<file path="src/rtl/obstacle_lane_engine_if.sv">
// Control/status bundle between the game tick + input side and the obstacle lane engine.
interface obstacle_lane_engine_if #(
  parameter int N_OBST = 3
);
  logic                 iTick;
  logic                 iStart;
  logic                 iPause;
  logic [9:0]           iPlayerX;
  logic [N_OBST*10-1:0] oPosX;
  logic [N_OBST*9-1:0]  oPosY;
  logic [N_OBST-1:0]    oActive;
  logic [1:0]           oState;
  logic                 oScorePulse;
  logic                 oCrash;
  logic [2:0]           oSpeed;

  modport master (
    output iTick, iStart, iPause, iPlayerX,
    input  oPosX, oPosY, oActive, oState, oScorePulse, oCrash, oSpeed
  );
  modport slave (
    input  iTick, iStart, iPause, iPlayerX,
    output oPosX, oPosY, oActive, oState, oScorePulse, oCrash, oSpeed
  );
endinterface

</file>
<file path="src/rtl/obstacle_lane_engine.sv">
// Spawns, scrolls and retires falling obstacles across lanes; tracks level speed and
// detects overlap with the player box.
module obstacle_lane_engine #(
  parameter int N_OBST     = 3,
  parameter int LANES      = 4,
  parameter int LANE_X0    = 160,
  parameter int LANE_PITCH = 80,
  parameter int SCREEN_H   = 480,
  parameter int OBJ_W      = 40,
  parameter int OBJ_H      = 60,
  parameter int PLAYER_Y   = 400,
  parameter int SPAWN_GAP  = 160,
  parameter int SPEED_INIT = 2,
  parameter int SPEED_MAX  = 7,
  parameter int LEVEL_PTS  = 8
) (
  input logic                   iClk,
  input logic                   iReset,
  obstacle_lane_engine_if.slave bus
);
  localparam logic [1:0] IDLE  = 2'b00;
  localparam logic [1:0] RUN   = 2'b01;
  localparam logic [1:0] PAUSE = 2'b10;
  localparam logic [1:0] CRASH = 2'b11;
  localparam int DW = 11;

  logic [1:0]        stateReg, stateNext;
  logic [9:0]        posXReg [N_OBST];
  logic [8:0]        posYReg [N_OBST];
  logic [N_OBST-1:0] activeReg;
  logic [2:0]        speedReg, speedNext;
  logic [7:0]        levelCntReg, levelCntNext;
  logic [DW-1:0]     spawnDistReg, spawnDistNext;
  logic [7:0]        lfsrReg;
  logic              scorePulseReg, crashReg;

  logic              tickRun, clearAll, spawnOk, lfsrFb;
  logic [9:0]        movedY [N_OBST];
  logic [N_OBST-1:0] exitVec, hitVec, freeVec, spawnSel;
  logic [3:0]        exitCount;
  logic [9:0]        spawnX;
  logic [N_OBST*10-1:0] posXPacked;
  logic [N_OBST*9-1:0]  posYPacked;

  assign tickRun  = bus.iTick && (stateReg == RUN);
  assign clearAll = (stateReg == CRASH) && bus.iStart;
  assign lfsrFb   = lfsrReg[7] ^ lfsrReg[5] ^ lfsrReg[4] ^ lfsrReg[3];
  assign spawnX   = 10'(LANE_X0) + 10'(lfsrReg & 8'(LANES - 1)) * 10'(LANE_PITCH);

  // Overlap math is widened to 12 bits so edge sums never wrap.
  genvar gi;
  generate
    for (gi = 0; gi < N_OBST; gi++) begin : gSlot
      logic [11:0] obsX, plX, obsY;
      assign obsX        = {2'b00, posXReg[gi]};
      assign plX         = {2'b00, bus.iPlayerX};
      assign obsY        = {3'b000, posYReg[gi]};
      assign movedY[gi]  = {1'b0, posYReg[gi]} + {7'd0, speedReg};
      assign exitVec[gi] = activeReg[gi] && (movedY[gi] >= 10'(SCREEN_H));
      assign freeVec[gi] = !activeReg[gi] || exitVec[gi];
      assign hitVec[gi]  = activeReg[gi]
                           && (obsX < plX + 12'(OBJ_W)) && (plX < obsX + 12'(OBJ_W))
                           && (obsY < 12'(PLAYER_Y + OBJ_H)) && (12'(PLAYER_Y) < obsY + 12'(OBJ_H));
    end
  endgenerate

  assign spawnOk = (spawnDistReg >= DW'(SPAWN_GAP)) && (|freeVec);

  always_comb begin
    logic found;
    found      = 1'b0;
    spawnSel   = '0;
    exitCount  = '0;
    posXPacked = '0;
    posYPacked = '0;
    for (int i = 0; i < N_OBST; i++) begin
      if (freeVec[i] && !found) begin
        spawnSel[i] = 1'b1;
        found       = 1'b1;
      end
      exitCount = exitCount + 4'(exitVec[i]);
      posXPacked[10*i +: 10] = posXReg[i];
      posYPacked[9*i +: 9]   = posYReg[i];
    end
  end

  always_comb begin
    speedNext     = speedReg;
    levelCntNext  = levelCntReg;
    spawnDistNext = spawnDistReg;
    if (tickRun) begin
      levelCntNext = levelCntReg + 8'(exitCount);
      if (levelCntNext >= 8'(LEVEL_PTS)) begin
        levelCntNext = levelCntNext - 8'(LEVEL_PTS);
        if (speedReg < 3'(SPEED_MAX)) speedNext = speedReg + 3'd1;
      end
      if (spawnOk)
        spawnDistNext = '0;
      else if (spawnDistReg + DW'(speedReg) >= DW'(SPAWN_GAP))
        spawnDistNext = DW'(SPAWN_GAP);
      else
        spawnDistNext = spawnDistReg + DW'(speedReg);
    end
  end

  always_comb begin
    stateNext = stateReg;
    case (stateReg)
      IDLE:    if (bus.iStart) stateNext = RUN;
      RUN:     if (|hitVec) stateNext = CRASH;
               else if (bus.iPause) stateNext = PAUSE;
      PAUSE:   if (!bus.iPause) stateNext = RUN;
      default: if (bus.iStart) stateNext = IDLE;
    endcase
  end

  always_ff @(posedge iClk or negedge iReset) begin
    if (!iReset) begin
      stateReg      <= IDLE;
      activeReg     <= '0;
      speedReg      <= 3'(SPEED_INIT);
      levelCntReg   <= '0;
      spawnDistReg  <= DW'(SPAWN_GAP);
      lfsrReg       <= 8'hA5;
      scorePulseReg <= 1'b0;
      crashReg      <= 1'b0;
      for (int i = 0; i < N_OBST; i++) begin
        posXReg[i] <= 10'(LANE_X0);
        posYReg[i] <= '0;
      end
    end else begin
      stateReg      <= stateNext;
      crashReg      <= (stateNext == CRASH);
      lfsrReg       <= {lfsrReg[6:0], lfsrFb};
      scorePulseReg <= tickRun && (|exitVec);
      if (clearAll) begin
        activeReg    <= '0;
        speedReg     <= 3'(SPEED_INIT);
        levelCntReg  <= '0;
        spawnDistReg <= DW'(SPAWN_GAP);
        for (int i = 0; i < N_OBST; i++) begin
          posXReg[i] <= 10'(LANE_X0);
          posYReg[i] <= '0;
        end
      end else begin
        speedReg     <= speedNext;
        levelCntReg  <= levelCntNext;
        spawnDistReg <= spawnDistNext;
        // A slot retiring this tick may be reused immediately by the spawner.
        if (tickRun) begin
          for (int i = 0; i < N_OBST; i++) begin
            if (spawnOk && spawnSel[i]) begin
              activeReg[i] <= 1'b1;
              posYReg[i]   <= '0;
              posXReg[i]   <= spawnX;
            end else if (exitVec[i]) begin
              activeReg[i] <= 1'b0;
            end else if (activeReg[i]) begin
              posYReg[i] <= movedY[i][8:0];
            end
          end
        end
      end
    end
  end

  assign bus.oPosX       = posXPacked;
  assign bus.oPosY       = posYPacked;
  assign bus.oActive     = activeReg;
  assign bus.oState      = stateReg;
  assign bus.oScorePulse = scorePulseReg;
  assign bus.oCrash      = crashReg;
  assign bus.oSpeed      = speedReg;
endmodule
</file>
<file path="src/flat_wrapper.sv">
// flat-port wrapper written by rule: the top's interface ports become plain ports
module obstacle_lane_engine_flat 
#(
  parameter int N_OBST     = 3,
  parameter int LANES      = 4,
  parameter int LANE_X0    = 160,
  parameter int LANE_PITCH = 80,
  parameter int SCREEN_H   = 480,
  parameter int OBJ_W      = 40,
  parameter int OBJ_H      = 60,
  parameter int PLAYER_Y   = 400,
  parameter int SPAWN_GAP  = 160,
  parameter int SPEED_INIT = 2,
  parameter int SPEED_MAX  = 7,
  parameter int LEVEL_PTS  = 8
)
  (iClk, iReset, bus_iTick, bus_iStart, bus_iPause, bus_iPlayerX, bus_oPosX, bus_oPosY, bus_oActive, bus_oState, bus_oScorePulse, bus_oCrash, bus_oSpeed);
  obstacle_lane_engine_if #(.N_OBST(N_OBST)) bus_i ();
  input logic iClk;
  input logic iReset;
  input wire logic [$bits(bus_i.iTick)-1:0] bus_iTick;
  input wire logic [$bits(bus_i.iStart)-1:0] bus_iStart;
  input wire logic [$bits(bus_i.iPause)-1:0] bus_iPause;
  input wire logic [$bits(bus_i.iPlayerX)-1:0] bus_iPlayerX;
  output wire logic [$bits(bus_i.oPosX)-1:0] bus_oPosX;
  output wire logic [$bits(bus_i.oPosY)-1:0] bus_oPosY;
  output wire logic [$bits(bus_i.oActive)-1:0] bus_oActive;
  output wire logic [$bits(bus_i.oState)-1:0] bus_oState;
  output wire logic [$bits(bus_i.oScorePulse)-1:0] bus_oScorePulse;
  output wire logic [$bits(bus_i.oCrash)-1:0] bus_oCrash;
  output wire logic [$bits(bus_i.oSpeed)-1:0] bus_oSpeed;
  assign bus_i.iTick = bus_iTick;
  assign bus_i.iStart = bus_iStart;
  assign bus_i.iPause = bus_iPause;
  assign bus_i.iPlayerX = bus_iPlayerX;
  assign bus_oPosX = bus_i.oPosX;
  assign bus_oPosY = bus_i.oPosY;
  assign bus_oActive = bus_i.oActive;
  assign bus_oState = bus_i.oState;
  assign bus_oScorePulse = bus_i.oScorePulse;
  assign bus_oCrash = bus_i.oCrash;
  assign bus_oSpeed = bus_i.oSpeed;
  obstacle_lane_engine #(.N_OBST(N_OBST), .LANES(LANES), .LANE_X0(LANE_X0), .LANE_PITCH(LANE_PITCH), .SCREEN_H(SCREEN_H), .OBJ_W(OBJ_W), .OBJ_H(OBJ_H), .PLAYER_Y(PLAYER_Y), .SPAWN_GAP(SPAWN_GAP), .SPEED_INIT(SPEED_INIT), .SPEED_MAX(SPEED_MAX), .LEVEL_PTS(LEVEL_PTS)) u_core (.iClk(iClk), .iReset(iReset), .bus(bus_i));
endmodule
</file>
<file path="config.mk">
export PLATFORM = sky130hd
export DESIGN_NAME = obstacle_lane_engine_flat
export DESIGN_NICKNAME = d
export VERILOG_FILES = /design/src/rtl/obstacle_lane_engine_if.sv /design/src/rtl/obstacle_lane_engine.sv /design/src/flat_wrapper.sv
export SDC_FILE = /design/constraint.sdc
export NUM_CORES = 1
export LEC_CHECK = 0
export BUFFER_PORTS_ARGS = -buffer_cell sky130_fd_sc_hd__buf_4
export CAP_MARGIN = 20
export CORE_MARGIN = 3
export CORE_UTILIZATION = 40
export CTS_BUF_LIST = sky130_fd_sc_hd__clkbuf_2
export DETAILED_ROUTE_END_ITERATION = 7
export MAX_ROUTING_LAYER = met4
export PLACE_DENSITY = 0.62
export SLEW_MARGIN = 15
export SYNTH_ARGS = -nofsm -noshare
export SYNTH_HDL_FRONTEND = slang
export SYNTH_SLANG_ARGS = --single-unit
</file>
<file path="constraint.sdc">
create_clock -name iClk -period 5.29 [get_ports iClk]
set_input_delay 0.7935 -clock iClk [delete_from_list [all_inputs] [get_ports iClk]]
set_output_delay 0.7935 -clock iClk [all_outputs]
set_load 0.02 [all_outputs]
</file>
==> summary.txt, run 1 <==
Status
  – Status: finished clean

STA
  – Clk_skew: between 15 and 20 ps
  – Setup TNS: 0 ps
  – Relative slew slack: 0.390
  – Final worst-path cycle share: 0.927
  – Final setup vio count: 0
  – Peak Freq: between 200 and 250 MHz
  – Fin crit period: between 4000 and 5000 ps
  – Slew at the pin closest to its max-slew limit: 911 ps
  – Hold violation count in the final report: 0
  – Slew Limit Fails: 0

Setup path
  – Worst EP arrival: roughly 5400 ps
  – Most numerous cell on the critical path: inv_1
  – CP max-delay cell: dfrtp_2
  – Max Fanout on Critical Path: 12
  – Worst-path cell chain: ha_1 > inv_1 > fa_1 > nor2b_1 > o21ai_2 > o32a_2 > a31oi_4 > or2_2 > nand2_1 > inv_1 > fa_1 > ha_1 > inv_1 > fa_1 > inv_1 > a21oi_2 > nand3b_1 > a2111oi_2 > o21ai_1 > and2_2 > a21boi_0 > o21ai_0
  – CP Capture Type: register
  – Setup CP Type: register to register
  – Crit-path max cell delay: around 520 ps
  – Kind of start point of the critical path: register
  – Worst path required time: between 5000 and 6000 ps

Final layout
  – N_diodes: 0
  – Final net count: about 780
  – Layout overhead on the synthesized area: 13.9%
  – Most common cell after layout, fill and taps aside: buf_4
  – Area of the multi-input gates: between 3000 and 4000 µm²
  – Commonest non-fill, non-tap cells in the layout: buf_4, nand2_1, dfrtp_1, ha_1, o21ai_0
  – Fraction of layout cells with a size suffix above 1: 0.188
  – FF+latch area: 1990 µm²
  – Final Util: 0.472
  – Final Cell Area: around 6700 µm²
  – Layout filler cell count: 1345

Route
  – DRT antenna net count: 0
  – Via count: around 5100
  – Met2 routed WL: 6980 µm
  – Vias per std cell: around 5.7
  – Iteration count of the initial detailed-routing pass: 6
  – Metal3 WL: 703 µm
  – DRC errors left: 0
  – Wl on met1: just under 7000 µm
  – Mean routed wirelength per cell: about 17 µm
  – 1st-iter DRT viols: 257
  – Highest routed layer: met4
  – Drt total wl: between 10000 and 15000 µm

Synthesis
  – Synth Cell Area: between 5000 and 6000 µm²
  – Top area cells in the synthesized netlist: dfrtp_1, ha_1, dfstp_2
  – Cell count after synthesis: 641
  – EDFF count, synth: 0
  – Synth Register Bits: just under 80
  – Synth async-reset ratio: 1.00
  – Post-synthesis sequential area ratio: 0.341
  – Dominant cell type by area after synthesis: dfrtp_1
  – Most used DFF post-synth: dfrtp_1
  – Post-synth top area share: 0.283
  – Cell variety after synth: between 70 and 80
  – Syn_area_per_cell: 9.11 µm²
  – Yosys warnings: 0

Floorplanning
  – Die Ht: 127 µm
  – Die area: ~16000 µm²
  – CORE AREA: roughly 14000 µm²
  – Core Rows: 43
  – Die W: between 100 and 150 µm
  – I/O Pins: between 80 and 90
  – Initial Util: 0.414

Clocking
  – Clock-pin slew on the worst setup and hold paths: ~230 ps
  – TritonCTS Buffers: 9
  – CTS Buffer Depth: 2
  – Clk Tree Root Cell: clkbuf_2
  – Hold Buf Count CTS: 0
  – Skew-Pair Late Insertion Delay: roughly 570 ps
  – Clock sink count: roughly 80
  – CTS tree: yes
  – H-Tree Level Count: 3

Power
  – Max VDD drop: about 220 µV
  – Pwr Density: about 250 nW/µm²
  – Seq pwr share: 0.441
  – Net Switching: between 0.0005 and 0.0006 W
  – Pint: 0.00103 W
  – Sw frac: 0.367
  – Lkg Pwr: 3.09 nW
  – Clock power frac: 0.259
  – Comb pwr share: 0.300

Global routing
  – Vias in the first global route: a little over 5000
  – Antenna violations before repair: 0
  – Global-route wire length before repair: between 20000 and 25000 µm
  – GRT overflow: 0
  – Largest net degree at the start of global routing: 80
  – GRT Total Usage: 0.197

Place
  – Number of port buffers: between 60 and 70
  – Post-DP HPWL: around 11000 µm
  – RePlAce Congestion: between 0.8 and 0.9
  – DP Area: 6440 µm²

Flow run
  – Max Cap Viol: 0

Min path
  – Hold WC Path Type: input pin to asynchronous set/reset pin
-- power by group through the flow --
stage	clock [W]	combinational (W)	sequential, W
after floorplan	0	0.000333	0.000727
after global placement	0	0.000475	0.000728
after detailed placement	0	0.000489	0.000730
after CTS	0.000441	0.000491	0.000720
after global routing	0.000459	0.000549	0.000731
final	0.000422	0.000490	0.000719
-- registers in the layout (all words and copies together) (netlist names) --
register and flops:
u_core.bus.oPosY 27, u_core.bus.oSpeed 3, u_core.spawnDistReg 11, u_core.levelCntReg 8, u_core.lfsrReg 8, u_core.bus.oScorePulse 1
u_core.bus.oPosX 15, u_core.bus.oState 2, u_core.bus.oActive 3, u_core.bus.oCrash 1
-- stage by stage --
stage	hold slack (ps)	worst slack, ps	power, W	instances
after floorplan	333	468	0.00106	655
final	125	386	0.00163	888
after global placement	342	334	0.00120	869
after global routing	94.3	-30.5	0.00174	888
after detailed placement	338	22.0	0.00122	869
after CTS	356	89.8	0.00165	885
-- worst paths after layout --
check                      cells past startpoint  slack (ps)                        startpoint                            endpoint
min in group iClk                              0         380       u_core.lfsrReg[6]$_DFF_PN0_         u_core.lfsrReg[7]$_DFF_PN1_
hold / removal                                 1         120                            iReset  u_core.spawnDistReg[6]$_DFFE_PN0P_
hold reg to reg                                0         380       u_core.lfsrReg[6]$_DFF_PN0_         u_core.lfsrReg[7]$_DFF_PN1_
max in group asynchronous                      2        4510                            iReset    u_core.bus.oPosX[15]$_DFFE_PN1P_
setup reg to reg                              22         390  u_core.bus.oSpeed[0]$_DFFE_PN0P_    u_core.bus.oSpeed[1]$_DFFE_PN1P_
setup / recovery                              22         390  u_core.bus.oSpeed[0]$_DFFE_PN0P_    u_core.bus.oSpeed[1]$_DFFE_PN1P_
-- metal layers --
| metal | vias to the layer above | track usage |
|---|---|---|
| met4 | 0 | 0.0637 |
| met5 | - | - |
| met2 | 150 | 0.317 |
| met3 | 28 | 0.0408 |
| li1 | 2429 | - |
| met1 | 2448 | 0.248 |
-- logic make-up after synthesis --
logic type | synth area share
XOR/XNOR | 0.0390
other | 0.000642
multiplexers | 0.0120
flip-flops | 0.341
AND/OR/NAND/NOR | 0.190
adder cells (fa/ha/maj) | 0.147
buffers and inverters | 0.0540
AO/OA/AOI/OAI | 0.217
-- critical path: cells and delay by family (launching register included) --
| kind | cells | cell delay (ps) |
|---|---|---|
| and+or+nand+nor | 5 | 870 |
| buffers and inverters | 4 | 310 |
| adders and majority gates | 5 | 1470 |
| DFF | 1 | 520 |
| AOI/OAI and AO/OA | 8 | 1680 |
-- area by class of cell --
type,count,share of cell area
Inverter,28,0.0158
Sequential cell,79,0.300
Clock buffer,9,0.00677
Multi-Input combinational cell,511,0.541
Clock inverter,7,0.0167
Tap cell,180,0.0338
Timing Repair Buffer,74,0.0865
-- cells in the mapped netlist, types with 3 or more instances --
library cell / count
dfrtp_1: 66
nand2_1: 66
ha_1: 59
o21ai_0: 46
nor2_1: 45
a21oi_1: 32
nand3_1: 30
inv_1: 28
buf_4: 15
clkbuf_1: 15
dfstp_2: 13
xnor2_1: 13
xor2_1: 13
a211oi_1: 12
nor3_1: 11
o31ai_1: 10
a21o_1: 8
a22o_1: 8
a31oi_1: 8
and3_1: 8
nand2b_1: 8
o211ai_1: 8
o21ai_1: 8
mux2i_1: 7
nor2b_1: 7
buf_2: 6
fa_1: 6
o21a_1: 6
and2_1: 5
o2111ai_1: 5
or3_1: 5
nand3b_1: 4
a32o_1: 3
nand4_1: 3
nor3b_1: 3
o41ai_1: 3
-- what timing repair did --
action                                  CTS  global route
endpoints found under the setup margin    1             8
pin swaps                                 0             0
gates resized for setup                   1             4
setup buffers                             0             2
(Power assumes the default switching activity.)
==> run 2, diff against run 1 <==
Settings changed: ABC_AREA from default to 1.
==> summary.txt, run 2 <==
Global routing
  – Antenna violations before repair: 0 (unchanged)
  – Largest net degree at the start of global routing: 80 (unchanged)
  – Vias in the first global route: 4922 (-2.2%)
  – GRT Total Usage: 0.189 (-0.00746)
  – GRT overflow: 0 (unchanged)
  – Global-route wire length before repair: 24200 µm (-2.7%)

Clocking
  – Postcts setup bufs: 0 (unchanged)
  – Clock-pin slew on the worst setup and hold paths: 260 ps (+30 ps)
  – Hold Buf Count CTS: 0 (unchanged)
  – Clock sink count: 79 (unchanged)
  – CTS Buffer Depth: 2 (unchanged)
  – Post_cts resized: 0 (-1)
  – TritonCTS Buffers: 9 (unchanged)
  – H-Tree Level Count: 3 (unchanged)
  – Clk Tree Root Cell: clkbuf_2
  – CTS tree: yes
  – Skew-Pair Late Insertion Delay: 590 ps (+20 ps)

Setup path
  – Kind of start point of the critical path: register
  – CP Capture Type: register
  – Worst EP arrival: 5250 ps (-150 ps)
  – Crit-path max cell delay: 560 ps (+40 ps)
  – CP max-delay cell: dfrtp_2
  – Worst path required time: 5830 ps (+50 ps)
  – Reg2Reg Depth: 28 (+27%)
  – Setup crit start: u_core.bus.oSpeed[0]$_DFFE_PN0P_
  – Max Fanout on Critical Path: 9 (-3)
  – Setup CP Type: register to register
  – Reg-to-reg slack, setup: 580 ps (+190 ps)
  – RR Startpoint: u_core.bus.oSpeed[0]$_DFFE_PN0P_
  – Most numerous cell on the critical path: nand2_1

Final layout
  – Final Cell Area: 6620 µm² (-0.58%)
  – Commonest non-fill, non-tap cells in the layout: nand2_1, inv_1, nand3_1, buf_4, dfrtp_1
  – Max FFs per register: 27 (unchanged)
  – Fraction of layout cells with a size suffix above 1: 0.158 (-0.0294)
  – N_diodes: 0 (unchanged)
  – Final Util: 0.469 (-0.00275)
  – Final net count: 902 (+15%)
  – Layout overhead on the synthesized area: 12.7%
  – Non-Filler Instances: 1007 (+13%)
  – Most common cell after layout, fill and taps aside: nand2_1

Synthesis
  – EDFF count, synth: 0 (unchanged)
  – Post-synth top area share: 0.281 (-0.00139)
  – Post-synthesis sequential area ratio: 0.340 (-0.00167)
  – Synth async-reset ratio: 1.00 (unchanged)
  – Cell count after synthesis: 756 (+18%)
  – Top post-synthesis cells by count: nand2_1, inv_1, nand3_1
  – Synth Register Bits: 79 (unchanged)
  – Syn_area_per_cell: 7.77 µm² (-15%)
  – Top area cells in the synthesized netlist: dfrtp_1, ha_1, nand2_1
  – Cell variety after synth: 42 (-42%)
  – Synth Cell Area: 5870 µm² (+0.49%)
  – Most numerous cell in the Yosys netlist: nand2_1
  – Most used DFF post-synth: dfrtp_1
  – Dominant cell type by area after synthesis: dfrtp_1
  – Yosys warnings: 0 (unchanged)

STA
  – Clk_skew: 34.4 ps (+16.8 ps)
  – RSZ-0062 raised after global routing: no
  – Hold violation count in the final report: 0 (unchanged)
  – Final setup vio count: 0 (unchanged)
  – Relative slew slack: 0.545 (+0.155)
  – Slew Limit Fails: 0 (unchanged)
  – Slew at the pin closest to its max-slew limit: 681 ps (-231 ps)
  – Setup TNS: 0 ps (unchanged)
  – Peak Freq: 212 MHz (+4.0%)
  – Final worst-path cycle share: 0.891 (-0.0359)
  – Fin crit period: 4710 ps (-190 ps)

Power
  – Max VDD drop: 238 µV (+6.0%)
  – Lkg Pwr: 3.43 nW (+11%)
  – Pwr Density: 418 nW/µm² (+70%)
  – Total power: 0.00276 W (+69%)

Floorplanning
  – Initial Util: 0.416 (+0.00204)
  – Die W: 127 µm (+0.23%)
  – Die Ht: 127 µm (+0.23%)
  – Core Rows: 43 (unchanged)
  – I/O Pins: 82 (unchanged)
  – CORE AREA: 14100 µm² (unchanged)
  – Die area: 16200 µm² (+0.47%)

Place
  – DP Area: 6470 µm² (+0.43%)
  – Number of port buffers: 66 (unchanged)
  – RePlAce Congestion: 0.875 (-1.1%)
  – Post-Place Cells: 990 (+14%)
  – Post-DP HPWL: 10900 µm (-1.0%)

Route
  – Highest routed layer: met4
  – Met2 routed WL: 7010 µm (+0.46%)
  – Via count: 5029 (-0.51%)
  – Wl on met1: 6530 µm (-5.6%)
  – 1st-iter DRT viols: 291 (+13%)
  – Drt total wl: 14300 µm (-4.5%)
  – Mean routed wirelength per cell: 14.2 µm (-16%)
  – DRT antenna net count: 0 (unchanged)
  – Iteration count of the initial detailed-routing pass: 5 (-1)
  – DRC errors left: 0 (unchanged)
  – Vias per std cell: 4.99 (-12%)
  – Metal3 WL: 537 µm (-24%)

Flow run
  – Max Cap Viol: 0 (unchanged)

Status
  – Status: finished clean

Min path
  – Hold WC Path Type: input pin to asynchronous set/reset pin
==> run 2: cell types whose count changed after synthesis, moves of 9 or more <==
| cell | previous run | this run |
|---|---|---|
| a211oi_1 | 12 | 0 |
| nand4_1 | 3 | 14 |
| xor2_1 | 13 | 32 |
| nand3_1 | 30 | 70 |
| nand2_1 | 66 | 184 |
| o31ai_1 | 10 | 0 |
| a21oi_1 | 32 | 21 |
| nand2_2 | 0 | 9 |
| inv_1 | 28 | 109 |
| clkbuf_1 | 15 | 5 |
==> run 2: layout make-up <==
class | instances | area, µm²
flip-flops and latches | 79 | 1990
repair buffers | 69 | 538
multi-input cells | 554 | 3330
well taps | 180 | 225
clock inverters | 7 | 71.3
clock buffers | 9 | 45.0
fillers | 1453 | 7480
inverters | 109 | 409
==> run 2: worst max-delay path, delay by kind of cell (launching register included) <==
family / cells / cell delay [ps]
buffers and inverters: 4 / 270
AND/OR/NAND/NOR: 16 / 1570
AO/OA/AOI/OAI: 1 / 230
XOR/XNOR: 2 / 350
flip-flops: 1 / 560
adder cells (fa/ha/maj): 5 / 1710
==> run 2: routing by layer <==
layer | GRT usage | vias up
li1 | - | 2564
met2 | 0.318 | 98
met1 | 0.243 | 2350
met5 | - | -
met3 | 0.0255 | 17
met4 | 0.0461 | 0
==> run 2: cells by family after synthesis <==
family | after synthesis | synth area share
adder cells (fa/ha/maj) | 65 | 0.146
AND/OR/NAND/NOR | 338 | 0.256
other | 1 | 0.000639
XOR/XNOR | 40 | 0.0597
flip-flops | 79 | 0.340
buffers and inverters | 137 | 0.102
AO/OA/AOI/OAI | 96 | 0.0957
==> run 2: path summary, 6_finish.rpt <==
check | endpoint
min in group iClk | u_core.lfsrReg[7]$_DFF_PN1_
max | u_core.bus.oSpeed[2]$_DFFE_PN0P_
min | u_core.bus.oPosY[20]$_DFFE_PN0P_
max reg2reg | u_core.bus.oSpeed[2]$_DFFE_PN0P_
min reg2reg | u_core.lfsrReg[7]$_DFF_PN1_
max in group asynchronous | u_core.spawnDistReg[7]$_DFFE_PN1P_
==> run 2: where the power goes <==
| group | switching (W) | total (W) | internal [W] |
|---|---|---|---|
| Combinational | 0.000882 | 0.00143 | 0.000550 |
| Clock | 0.000259 | 0.000338 | 0.0000789 |
| Sequential | 0.000220 | 0.000993 | 0.000773 |
| Total | 0.00136 | 0.00276 | 0.00140 |
==> run 2: through the flow <==
step           worst slack [ps]  hold slack, ps
2_1_floorplan               824             333
3_3_place_gp                657             337
3_5_place_dp                525             339
4_1_cts                     475             348
5_1_grt                     106            10.3
6_report                    576            39.8
==> run 3, diff against run 2 <==
Settings changed: RECOVER_POWER from default to 100, SLEW_MARGIN 15 to 25.
==> summary.txt, run 3 (synthesis results as in run 2) <==
Final layout
  – Final Cell Area: 6360 µm² (-3.9%)
  – Non-Filler Instances: 1006 (-0.099%)
  – Fraction of layout cells with a size suffix above 1: 0.0751 (-0.0833)
  – Layout overhead on the synthesized area: 8.29%
  – Area of the multi-input gates: 3270 µm² (-1.7%)
  – Final net count: 901 (-0.11%)
  – Commonest non-fill, non-tap cells in the layout: nand2_1, inv_1, nand3_1, dfrtp_1, ha_1
  – Max FFs per register: 27 (unchanged)
  – N_diodes: 0 (unchanged)
  – Layout filler cell count: 1494 (+2.8%)
  – Most common cell after layout, fill and taps aside: nand2_1
  – FF+latch area: 1990 µm² (unchanged)

Power
  – Comb pwr share: 0.503 (-0.015)
  – Net Switching: 0.00134 W (-1.2%)
  – Lkg Pwr: 3.20 nW (-6.6%)
  – Pint: 0.00132 W (-6.2%)
  – Sw frac: 0.505 (+0.0129)
  – Pwr Density: 418 nW/µm² (+0.16%)
  – Total power: 0.00266 W (-3.7%)
  – Max VDD drop: 221 µV (-7.1%)
  – Seq pwr share: 0.370 (+0.011)
  – Clock power frac: 0.127 (+0.005)

Global routing
  – Global-route wire length before repair: 24200 µm (unchanged)
  – GRT overflow: 0 (unchanged)
  – GRT Total Usage: 0.189 (unchanged)
  – Global routing usage on met3: 0.0255 (unchanged)
  – Vias in the first global route: 4922 (unchanged)
  – Largest net degree at the start of global routing: 80 (unchanged)
  – Met2 global-route usage: 0.318 (unchanged)
  – Met1 usage: 0.243 (unchanged)
  – Antenna violations before repair: 0 (unchanged)
  – Most used routing layer: met2

Floorplanning
  – I/O Pins: 82 (unchanged)
  – Initial Util: 0.416 (unchanged)
  – CORE AREA: 14100 µm² (unchanged)
  – Die area: 16200 µm² (unchanged)
  – Die W: 127 µm (unchanged)
  – Die Ht: 127 µm (unchanged)
  – Core Rows: 43 (unchanged)

STA
  – Slew at the pin closest to its max-slew limit: 4270 ps (+3590 ps)
  – Peak Freq: 212 MHz (-0.13%)
  – Fin crit period: 4720 ps (+6.20 ps)
  – Hold violation count in the final report: 0 (unchanged)
  – Final worst-path cycle share: 0.892 (+0.00117)
  – Setup TNS: 0 ps (unchanged)
  – Fin worst setup slack: 569 ps (-6.20 ps)
  – Slew Limit Fails: 80 (+80)
  – Clk_skew: 35.2 ps (+0.790 ps)
  – Relative slew slack: -1.85 (-2.39)
  – RSZ-0062 raised after global routing: no
  – Final setup vio count: 0 (unchanged)

Route
  – DRT antenna net count: 0 (unchanged)
  – Iteration count of the initial detailed-routing pass: 5 (unchanged)
  – DRC errors left: 0 (unchanged)
  – 1st-iter DRT viols: 271 (-6.9%)
  – Mean routed wirelength per cell: 14.2 µm (+0.65%)
  – Via count: 5057 (+0.56%)
  – Vias per std cell: 5.03 (+0.66%)
  – Drt total wl: 14300 µm (+0.55%)

Setup path
  – Worst EP arrival: 5250 ps (about the same)
  – CP max-delay cell: dfstp_2
  – Worst path required time: 5820 ps (about the same)
  – RR Startpoint: u_core.bus.oSpeed[1]$_DFFE_PN1P_
  – CP Capture Type: register
  – Max Fanout on Critical Path: 6 (-3)
  – Setup CP Type: register to register
  – Crit-path max cell delay: 580 ps (+20 ps)
  – R2r endpoint: u_core.bus.oSpeed[2]$_DFFE_PN0P_
  – Kind of start point of the critical path: register
  – Reg2Reg Depth: 21 (-25%)
  – Most numerous cell on the critical path: nor2_1
  – Reg-to-reg slack, setup: 570 ps (about the same)
  – Worst-path cell chain: inv_1 > fa_1 > o21ai_0 > nand4_1 > nand4_1 > o21ai_0 > nand2_1 > nor2_1 > fa_1 > ha_1 > inv_1 > fa_1 > o22ai_1 > nand3_1 > xor2_1 > nand2_1 > nor2_1 > nor2_1 > nand3_1 > xor2_1 > nor2_1

Status
  – Status: finished with violations
  – Violated checks: capacitance limit, slew limit

Min path
  – Hold WC Path Type: register to register
  – Hold path cells: 0
  – Hold path startpoint: u_core.lfsrReg[6]$_DFF_PN0_
  – Hold EP: u_core.lfsrReg[7]$_DFF_PN1_

Clocking
  – Clock sink count: 79 (unchanged)
  – Clock-pin slew on the worst setup and hold paths: 280 ps (+20 ps)
  – CTS tree: yes
  – CTS Buffer Depth: 2 (unchanged)
  – TritonCTS Buffers: 9 (unchanged)
  – Skew-Pair Late Insertion Delay: 590 ps (about the same)
  – Postcts setup bufs: 0 (unchanged)
  – Clk Tree Root Cell: clkbuf_2
  – H-Tree Level Count: 3 (unchanged)

Place
  – Post-Place Cells: 990 (unchanged)
  – DP Area: 6470 µm² (unchanged)
  – Number of port buffers: 66 (unchanged)
  – Pre-CTS worst setup slack: 525 ps (unchanged)
  – Post-DP HPWL: 10900 µm (unchanged)
  – RePlAce Congestion: 0.875 (unchanged)

Flow run
  – Max Cap Viol: 1 (+1)
## run 3: cell count changes in the layout (fill, tap and decap cells not counted), sizes merged
cell and change:
clkbuf +46, buf -47
## run 3: per-layer routing
metal / share of wire / routed length, µm
met1: 0.46 / 6570
met5: 0 / 0
met2: 0.49 / 7020
met3: 0.039 / 565
met4: 0.012 / 176
## run 3: how the worst max path moves through the flow
stage                                           from                          endpoint  cells after the start
floorplan           u_core.bus.oSpeed[1]$_DFFE_PN1P_  u_core.bus.oSpeed[2]$_DFFE_PN0P_                     27
global placement    u_core.bus.oSpeed[0]$_DFFE_PN0P_  u_core.bus.oSpeed[2]$_DFFE_PN0P_                     28
detailed placement  u_core.bus.oSpeed[0]$_DFFE_PN0P_  u_core.bus.oSpeed[2]$_DFFE_PN0P_                     28
CTS                 u_core.bus.oSpeed[0]$_DFFE_PN0P_  u_core.bus.oSpeed[2]$_DFFE_PN0P_                     28
global route        u_core.bus.oSpeed[0]$_DFFE_PN0P_  u_core.bus.oSpeed[2]$_DFFE_PN0P_                     23
finish              u_core.bus.oSpeed[1]$_DFFE_PN1P_  u_core.bus.oSpeed[2]$_DFFE_PN0P_                     21
## run 3: cell type report
class,instances,area share
Inverter,109,0.0644
Sequential cell,79,0.314
Timing Repair Buffer,68,0.0531
Clock inverter,7,0.0112
Tap cell,180,0.0354
Clock buffer,9,0.00709
Multi-Input combinational cell,554,0.515
## run 3: power by group through the flow
stage	Sequential [W]	Clock, W	Combinational [W]
floorplan	0.00107	0	0.000904
global placement	0.00100	0	0.00143
detailed placement	0.00101	0	0.00144
CTS	0.000994	0.000349	0.00145
global route	0.00101	0.000372	0.00155
finish	0.000983	0.000337	0.00134
## run 3: repair_timing
item | CTS | global route
endpoints found under the setup margin | 0 | 1
gates resized for setup | 0 | 1
hold buffers | 0 | 0
## run 3: critical path: cells and delay by family (launching register included)
| kind | cells | cell delay [ps] |
|---|---|---|
| flops | 1 | 580 |
| compound gates | 3 | 660 |
| fa+ha+maj | 4 | 1570 |
| simple gates | 10 | 1320 |
| xor+xnor | 2 | 350 |
| buf+inv | 2 | 200 |
## run 3: stage by stage
step | utilization | hold WS [ps]
2_1_floorplan | - | 333
3_3_place_gp | 0.459 | 337
3_5_place_dp | 0.459 | 339
4_1_cts | 0.467 | 348
5_1_grt | 0.451 | 388
6_report | 0.451 | 380
